**config.mk**
```make
export PLATFORM = sky130hd
export DESIGN_NAME = instr_fetch_unit
export DESIGN_NICKNAME = d
export VERILOG_FILES = /design/src/rtl/mips_pkg.sv /design/src/rtl/next_pc_calc.sv /design/src/rtl/instr_fetch_unit.sv
export SDC_FILE = /design/constraint.sdc
export NUM_CORES = 1
export LEC_CHECK = 0
export ABC_AREA = 1
export BUFFER_PORTS_ARGS = -buffer_cell sky130_fd_sc_hd__buf_2
export CORE_MARGIN = 4
export CORE_UTILIZATION = 56
export DETAILED_ROUTE_END_ITERATION = 10
export PLACE_DENSITY = 0.87
export SETUP_SLACK_MARGIN = 0.4
export SLEW_MARGIN = 20
export SYNTH_ARGS = -nofsm -noshare
export SYNTH_HDL_FRONTEND = slang
export SYNTH_SLANG_ARGS = --single-unit
```
**constraint.sdc**
```tcl
create_clock -name clk_i -period 4.3 [get_ports clk_i]
set_input_delay 1.29 -clock clk_i [delete_from_list [all_inputs] [get_ports clk_i]]
set_output_delay 1.29 -clock clk_i [all_outputs]
set_load 0.03 [all_outputs]
```
**src/rtl/mips_pkg.sv**
```systemverilog
// Shared MIPS front-end types: opcodes, jump controls,
// fetch FSM states and the IF/ID bundle.
package mips_pkg;

  localparam int INSTR_W = 32;

  localparam logic [5:0] OP_RTYPE = 6'h00;
  localparam logic [5:0] OP_J     = 6'h02;
  localparam logic [5:0] OP_JAL   = 6'h03;
  localparam logic [5:0] OP_BEQ   = 6'h04;
  localparam logic [5:0] OP_BNE   = 6'h05;
  localparam logic [5:0] OP_ADDI  = 6'h08;
  localparam logic [5:0] OP_LW    = 6'h23;
  localparam logic [5:0] OP_SW    = 6'h2b;

  localparam logic [1:0] JC_J   = 2'd0;
  localparam logic [1:0] JC_JAL = 2'd1;
  localparam logic [1:0] JC_JR  = 2'd2;

  typedef enum logic [1:0] {
    FETCH,
    WAIT,
    FULL,
    DROP
  } fetch_state_t;

  typedef struct packed {
    logic [INSTR_W-1:0] instr;
    logic [31:0]        pc;
    logic [31:0]        pc4;
  } if_id_t;

endpackage

```
**src/rtl/next_pc_calc.sv**
```systemverilog
// Redirect decision and target for a resolving
// branch/jump, plus JR alignment check.
module next_pc_calc
  import mips_pkg::*;
(
  input  logic        res_valid_i,
  input  logic        branch_i,
  input  logic        branch_eq_i,
  input  logic        jump_i,
  input  logic [1:0]  jump_ctrl_i,
  input  logic        zero_i,
  input  logic [31:0] res_pc4_i,
  input  logic [15:0] res_imm_i,
  input  logic [25:0] res_jidx_i,
  input  logic [31:0] res_rs_i,
  output logic        redirect,
  output logic [31:0] target,
  output logic        misalign
);

  logic take_br;
  logic is_jr;
  logic is_jabs;

  assign take_br = branch_i &&
    (branch_eq_i ? zero_i : !zero_i);
  assign redirect = res_valid_i &&
    (jump_i || take_br);
  assign is_jr   = jump_i && (jump_ctrl_i == JC_JR);
  assign is_jabs = jump_i && !is_jr;
  assign misalign = res_valid_i && is_jr &&
    (res_rs_i[1:0] != 2'b00);

  // JAL and the unused encoding share the J target
  always_comb begin
    target = res_pc4_i +
      {{14{res_imm_i[15]}}, res_imm_i, 2'b00};
    unique case (1'b1)
      is_jr:   target = {res_rs_i[31:2], 2'b00};
      is_jabs: target = {res_pc4_i[31:28],
                         res_jidx_i, 2'b00};
      default: ;
    endcase
  end

endmodule

```
**src/rtl/instr_fetch_unit.sv**
```systemverilog
// Fetch stage: PC, imem req/gnt/rvalid handshake,
// one-entry buffer to decode, redirect flush.
module instr_fetch_unit
  import mips_pkg::*;
#(
  parameter logic [31:0] RESET_PC = 32'h0000_0000
) (
  input  logic               clk_i,
  input  logic               rst_n,
  output logic               imem_req_o,
  output logic [31:0]        imem_addr_o,
  input  logic               imem_gnt_i,
  input  logic               imem_rvalid_i,
  input  logic [INSTR_W-1:0] imem_rdata_i,
  output logic               if_valid_o,
  output logic [INSTR_W-1:0] if_instr_o,
  output logic [31:0]        if_pc_o,
  output logic [31:0]        if_pc4_o,
  input  logic               stall_i,
  input  logic               res_valid_i,
  input  logic               branch_i,
  input  logic               branch_eq_i,
  input  logic               jump_i,
  input  logic [1:0]         jump_ctrl_i,
  input  logic               zero_i,
  input  logic [31:0]        res_pc4_i,
  input  logic [15:0]        res_imm_i,
  input  logic [25:0]        res_jidx_i,
  input  logic [31:0]        res_rs_i,
  output logic               misalign_o
);

  fetch_state_t state_q, state_d;
  logic [31:0]  pc_q, pc_d;
  if_id_t       buf_q, buf_d;
  logic         valid_q, valid_d;
  logic         mis_q;
  logic         run_q;
  logic         redirect;
  logic [31:0]  target;
  logic         misalign;
  logic         req_fire;

  next_pc_calc u_npc (
    .res_valid_i (res_valid_i),
    .branch_i    (branch_i),
    .branch_eq_i (branch_eq_i),
    .jump_i      (jump_i),
    .jump_ctrl_i (jump_ctrl_i),
    .zero_i      (zero_i),
    .res_pc4_i   (res_pc4_i),
    .res_imm_i   (res_imm_i),
    .res_jidx_i  (res_jidx_i),
    .res_rs_i    (res_rs_i),
    .redirect    (redirect),
    .target      (target),
    .misalign    (misalign)
  );

  // run_q keeps req low until the first edge after reset
  assign imem_req_o  = run_q && (state_q == FETCH);
  assign imem_addr_o = pc_q;
  assign req_fire    = imem_req_o && imem_gnt_i;
  assign if_valid_o  = valid_q;
  assign if_instr_o  = buf_q.instr;
  assign if_pc_o     = buf_q.pc;
  assign if_pc4_o    = buf_q.pc4;
  assign misalign_o  = mis_q;

  always_ff @(posedge clk_i or negedge rst_n) begin
    if (!rst_n) begin
      state_q <= FETCH;
      pc_q    <= RESET_PC;
      buf_q   <= '0;
      valid_q <= 1'b0;
      mis_q   <= 1'b0;
      run_q   <= 1'b0;
    end else begin
      state_q <= state_d;
      pc_q    <= pc_d;
      buf_q   <= buf_d;
      valid_q <= valid_d;
      mis_q   <= misalign;
      run_q   <= 1'b1;
    end
  end

  always_comb begin
    state_d = state_q;
    pc_d    = pc_q;
    buf_d   = buf_q;
    valid_d = valid_q;
    unique case (state_q)
      FETCH: if (req_fire) state_d = WAIT;
      WAIT: if (imem_rvalid_i) begin
        buf_d.instr = imem_rdata_i;
        buf_d.pc    = pc_q;
        buf_d.pc4   = pc_q + 32'd4;
        valid_d     = 1'b1;
        pc_d        = pc_q + 32'd4;
        state_d     = FULL;
      end
      FULL: if (!stall_i) begin
        valid_d = 1'b0;
        state_d = FETCH;
      end
      DROP: if (imem_rvalid_i) state_d = FETCH;
      default: state_d = FETCH;
    endcase
    // a redirect discards whatever is in flight
    if (redirect) begin
      pc_d    = target;
      valid_d = 1'b0;
      buf_d   = buf_q;
      unique case (state_q)
        FETCH: state_d = req_fire ? DROP : FETCH;
        WAIT:  state_d = imem_rvalid_i ? FETCH : DROP;
        FULL:  state_d = FETCH;
        DROP:  state_d = imem_rvalid_i ? FETCH : DROP;
        default: state_d = FETCH;
      endcase
    end
  end

endmodule

```
==> Implementation_results.wiki <==
{| class="wikitable"
! Metric !! Value
|-
| Total DRC errors in the routed layout || 0
|-
| Largest net degree at the start of global routing || 122
|-
| Core outline area || 0.0153 mm^2
|-
| Aggregate negative setup slack || 0 ns
|-
| Sequential cell area || ~0.0033 mm^2
|-
| Time the final worst path needs with I/O delays and setup || 3.08 ns
|-
| Via count of the first global-routing pass || 9,236
|-
| Worst-Skew Late Latency || 0.42 ns
|-
| Register clock-pin slew on the reported worst setup and hold paths || ~0.060 ns
|-
| Area delta synth->final || 24.3%
|-
| Transition time of the tightest slew-check pin || 1.05 ns
|-
| Final ANT Viol Nets || 0
|-
| RSZ-0062 raised after global routing || no
|-
| Sink count of the clock tree || between 100 and 150
|-
| Cell area after layout || 0.0109 mm^2
|-
| Delay of the slowest cell on the worst path || 0.72 ns
|-
| Part of the cycle the worst path needs || 0.717
|-
| Clock Tree Root || clkbuf_16
|-
| Critical path arrival || roughly 3.3 ns
|-
| Post-cts resize count || 0
|-
| Combinational family with the most area after synthesis || simple AND/OR/NAND/NOR gates
|-
| Die footprint || 0.0178 mm^2
|-
| CTS hold repair buffers || 0
|-
| Most instantiated flip-flop cell in the synthesis netlist || dfrtp_1
|-
| First-iteration detailed-routing DRC count || 818
|-
| Netlist Area Pre-Place || 0.00879 mm^2
|-
| Power per cell area || roughly 640 mW/mm^2
|-
| Simple-gate share of the synthesized area || 0.366
|-
| Worst clock skew || 0.00760 ns
|-
| Final hold violation count || 0
|-
| Warnings from Yosys || 0
|-
| Largest voltage drop on the vdd net || ~0.00034 V
|-
| Antenna violations before repair || 0
|-
| Cell type of the slowest stage on the worst timing path || buf_4
|-
| Buffers from clock root to sink, at most || 2
|-
| Remaining max-slew budget at the tightest pin || 0.298
|-
| CTS buffer count || 17
|-
| Number of nets produced by synthesis || 1,488
|-
| Multiplexer area fraction after synthesis || 0
|-
| Post-synthesis average cell area || 6.72 um^2
|-
| Outcome || complete, no violations
|-
| Proportion of layout cells with a drive suffix above 1 || 0.225
|-
| Worst Hold Class || reg2reg
|-
| Setup Viol. Count Final || 0
|-
| CTS H-Tree Depth || 4
|-
| Maximum fanout along the worst path || between 100 and 150
|-
| Synthesized-area fraction occupied by xor and xnor cells || 0.0159
|-
| Number of ports placed on the die boundary || 281
|-
| Placed wire-length estimate || between 20,000 and 25,000 um
|-
| Flip-flop and latch count after synthesis || 131
|-
| Critical path data required time || about 4.5 ns
|-
| Wire length of the first global-routing pass || 45,900 um
|-
| Number of pins with negative max-slew slack in the final report || 0
|-
| Post-synth EDFFs || 0
|-
| Part of the Yosys area used for sequential elements || 0.373
|-
| Number of cells produced by synthesis || 1,307
|-
| Port Buffers || between 200 and 300
|-
| Total congestion overflow after global routing || 0
|-
| Initial Utilization || 0.574
|-
| Count of TritonRoute iterations in the first routing pass || 5
|-
| # rows || 45
|-
| Post-CTS setup-driven buffer insertion count || 0
|-
| Count of maximum capacitance violations || 0
|-
| Max frequency || roughly 0.32 GHz
|-
| Cell-by-cell trace of the critical path || buf_2 -> inv_4 -> nand2_1 -> nand2_4 -> nand3_4 -> buf_4 -> o21ai_0
|-
| Count of unique library cells instantiated by Yosys || 46
|-
| Post-Route WL || 29,300 um
|-
| Leakage power figure || 6.26 nW
|-
| Via density per instance || 5.35
|-
| Synth Area in Compound Gates || 0.100
|-
| TritonCTS clock tree || built
|-
| Worst Setup Start Kind || input port
|-
| Placer Congestion || approximately 0.99
|-
| Number of diodes added for antenna fixing || 0
|-
| Layout Nets || 1,752
|-
| Area share of fa/ha/maj cells after synthesis || 0.0450
|-
| Chip Width || between 100 and 150 um
|-
| Total global-route track usage || 0.322
|-
| Footprint of the multi-input gates || between 0.004 and 0.005 mm^2
|-
| WS Path Type || in2reg
|-
| Placed cell area || 0.0103 mm^2
|-
| Average wire per standard cell || about 16 um
|-
| Fillers || approximately 1,300
|-
| Ys async rst share || 1.00
|-
| Die Ht || roughly 130 um
|-
| Via count || approximately 9,600
|-
| Setup crit end kind || flip-flop
|}
## sequential cells by signal (all words and copies together) (netlist names)
register	count
if_instr_o	32
if_pc_o	32
imem_addr_o	32
if_pc4_o	30
state_q	2
if_valid_o	1
misalign_o	1
run_q	1
## power by group
| part | switching, mW | internal (mW) | leakage, nW | total, mW |
|---|---|---|---|---|
| logic | 2.35 | 0.901 | 4.34 | 3.25 |
| clock network | 0.563 | 0.937 | 0.288 | 1.50 |
| registers | 0.439 | 1.76 | 1.64 | 2.20 |
| total | 3.35 | 3.60 | 6.26 | 6.95 |
## path summary, 6_finish.rpt
kind | startpoint | endpoint | slack [ns] | depth (start not counted)
setup / recovery | jump_i | if_pc4_o[15] | 1.22 | 7
hold / removal | if_instr_o[23] | if_instr_o[23] | 0.47 | 2
setup reg to reg | imem_addr_o[2] | imem_addr_o[26] | 2.24 | 11
hold reg to reg | if_instr_o[23] | if_instr_o[23] | 0.47 | 2
max in group asynchronous | rst_n | if_instr_o[2] | 2.70 | 2
min in group asynchronous | rst_n | if_pc_o[12] | 0.86 | 1
## cells in the mapped netlist (all sizes together) (2+ instances only)
cell      n  area share
nand2   547        0.24
inv     173       0.074
dfrtp   131        0.37
nand3    96       0.055
nor2     84       0.040
o21ai    74       0.042
buf      33       0.021
ha       30       0.043
a21oi    27       0.016
a221oi   18       0.018
nor3     15       0.014
xor2     14       0.014
nand4    13      0.0093
clkbuf    9      0.0038
o21a      9      0.0077
a22o      6      0.0060
nor3b     5      0.0065
o22a      4      0.0040
o211ai    3      0.0026
clkinv    2     0.00085
nand3b    2      0.0017
o21bai    2      0.0017
or2       2      0.0014
xnor2     2      0.0020
## cells by family after synthesis
logic type,after synthesis
other,1
XOR/XNOR,16
AND/OR/NAND/NOR,765
adder cells (fa/ha/maj),31
flip-flops,131
AO/OA/AOI/OAI,146
buffers and inverters,217
## routing by layer
| layer | part of all wire | GRT usage | vias to the layer above |
|---|---|---|---|
| met5 | 0 | 0 | - |
| met4 | 0.047 | 0.151 | 0 |
| met3 | 0.083 | 0.0536 | 98 |
| met2 | 0.47 | 0.545 | 475 |
| met1 | 0.40 | 0.402 | 4369 |
| li1 | - | - | 4665 |
## stage by stage
stage	cells	worst slack, ns	hold WS [ns]	util	power [mW]
floorplan	1307	1.49	0.531	-	4.29
global route	1795	1.02	0.491	0.714	7.30
global placement	1763	0.940	0.456	0.673	5.32
CTS	1795	1.25	0.476	0.714	6.94
detailed placement	1763	0.863	0.458	0.673	5.39
finish	1795	1.22	0.474	0.714	6.95
## layout by cell type, fill, tap and decap left out, types with 3 or more instances in the layout
cell type,count
nand2_1,541
nand2_2,4
inv_2,9
nor3_2,7
nor3_1,7
o21ai_1,5
a221oi_1,18
inv_6,5
dfrtp_1,131
buf_4,7
buf_2,279
o22a_1,4
o21ai_0,69
nand4_1,13
o211ai_1,3
nor2_1,76
clkbuf_16,17
ha_1,30
xor2_1,14
o21a_1,9
nand3_1,95
inv_1,163
nor2_4,4
a22o_1,6
a21oi_1,26
bufinv_16,3
nor3b_2,4
clkinvlp_4,4
nor2_2,4
## worst max-delay path: cells and delay by family
| family | cells | cell delay (ns) |
|---|---|---|
| buf+inv | 3 | 1.07 |
| compound gates | 1 | 0.28 |
| simple gates | 3 | 0.50 |
## final cells by class
class / count / share of cell area
tap: 211 / 0.0242
sequential: 131 / 0.300
inverter: 175 / 0.0603
timing repair buffer: 287 / 0.134
clock buffer: 19 / 0.0405
multi-input combinational: 959 / 0.425
clock inverter: 13 / 0.0158
No activity file was read; power rests on OpenSTA's default activity.
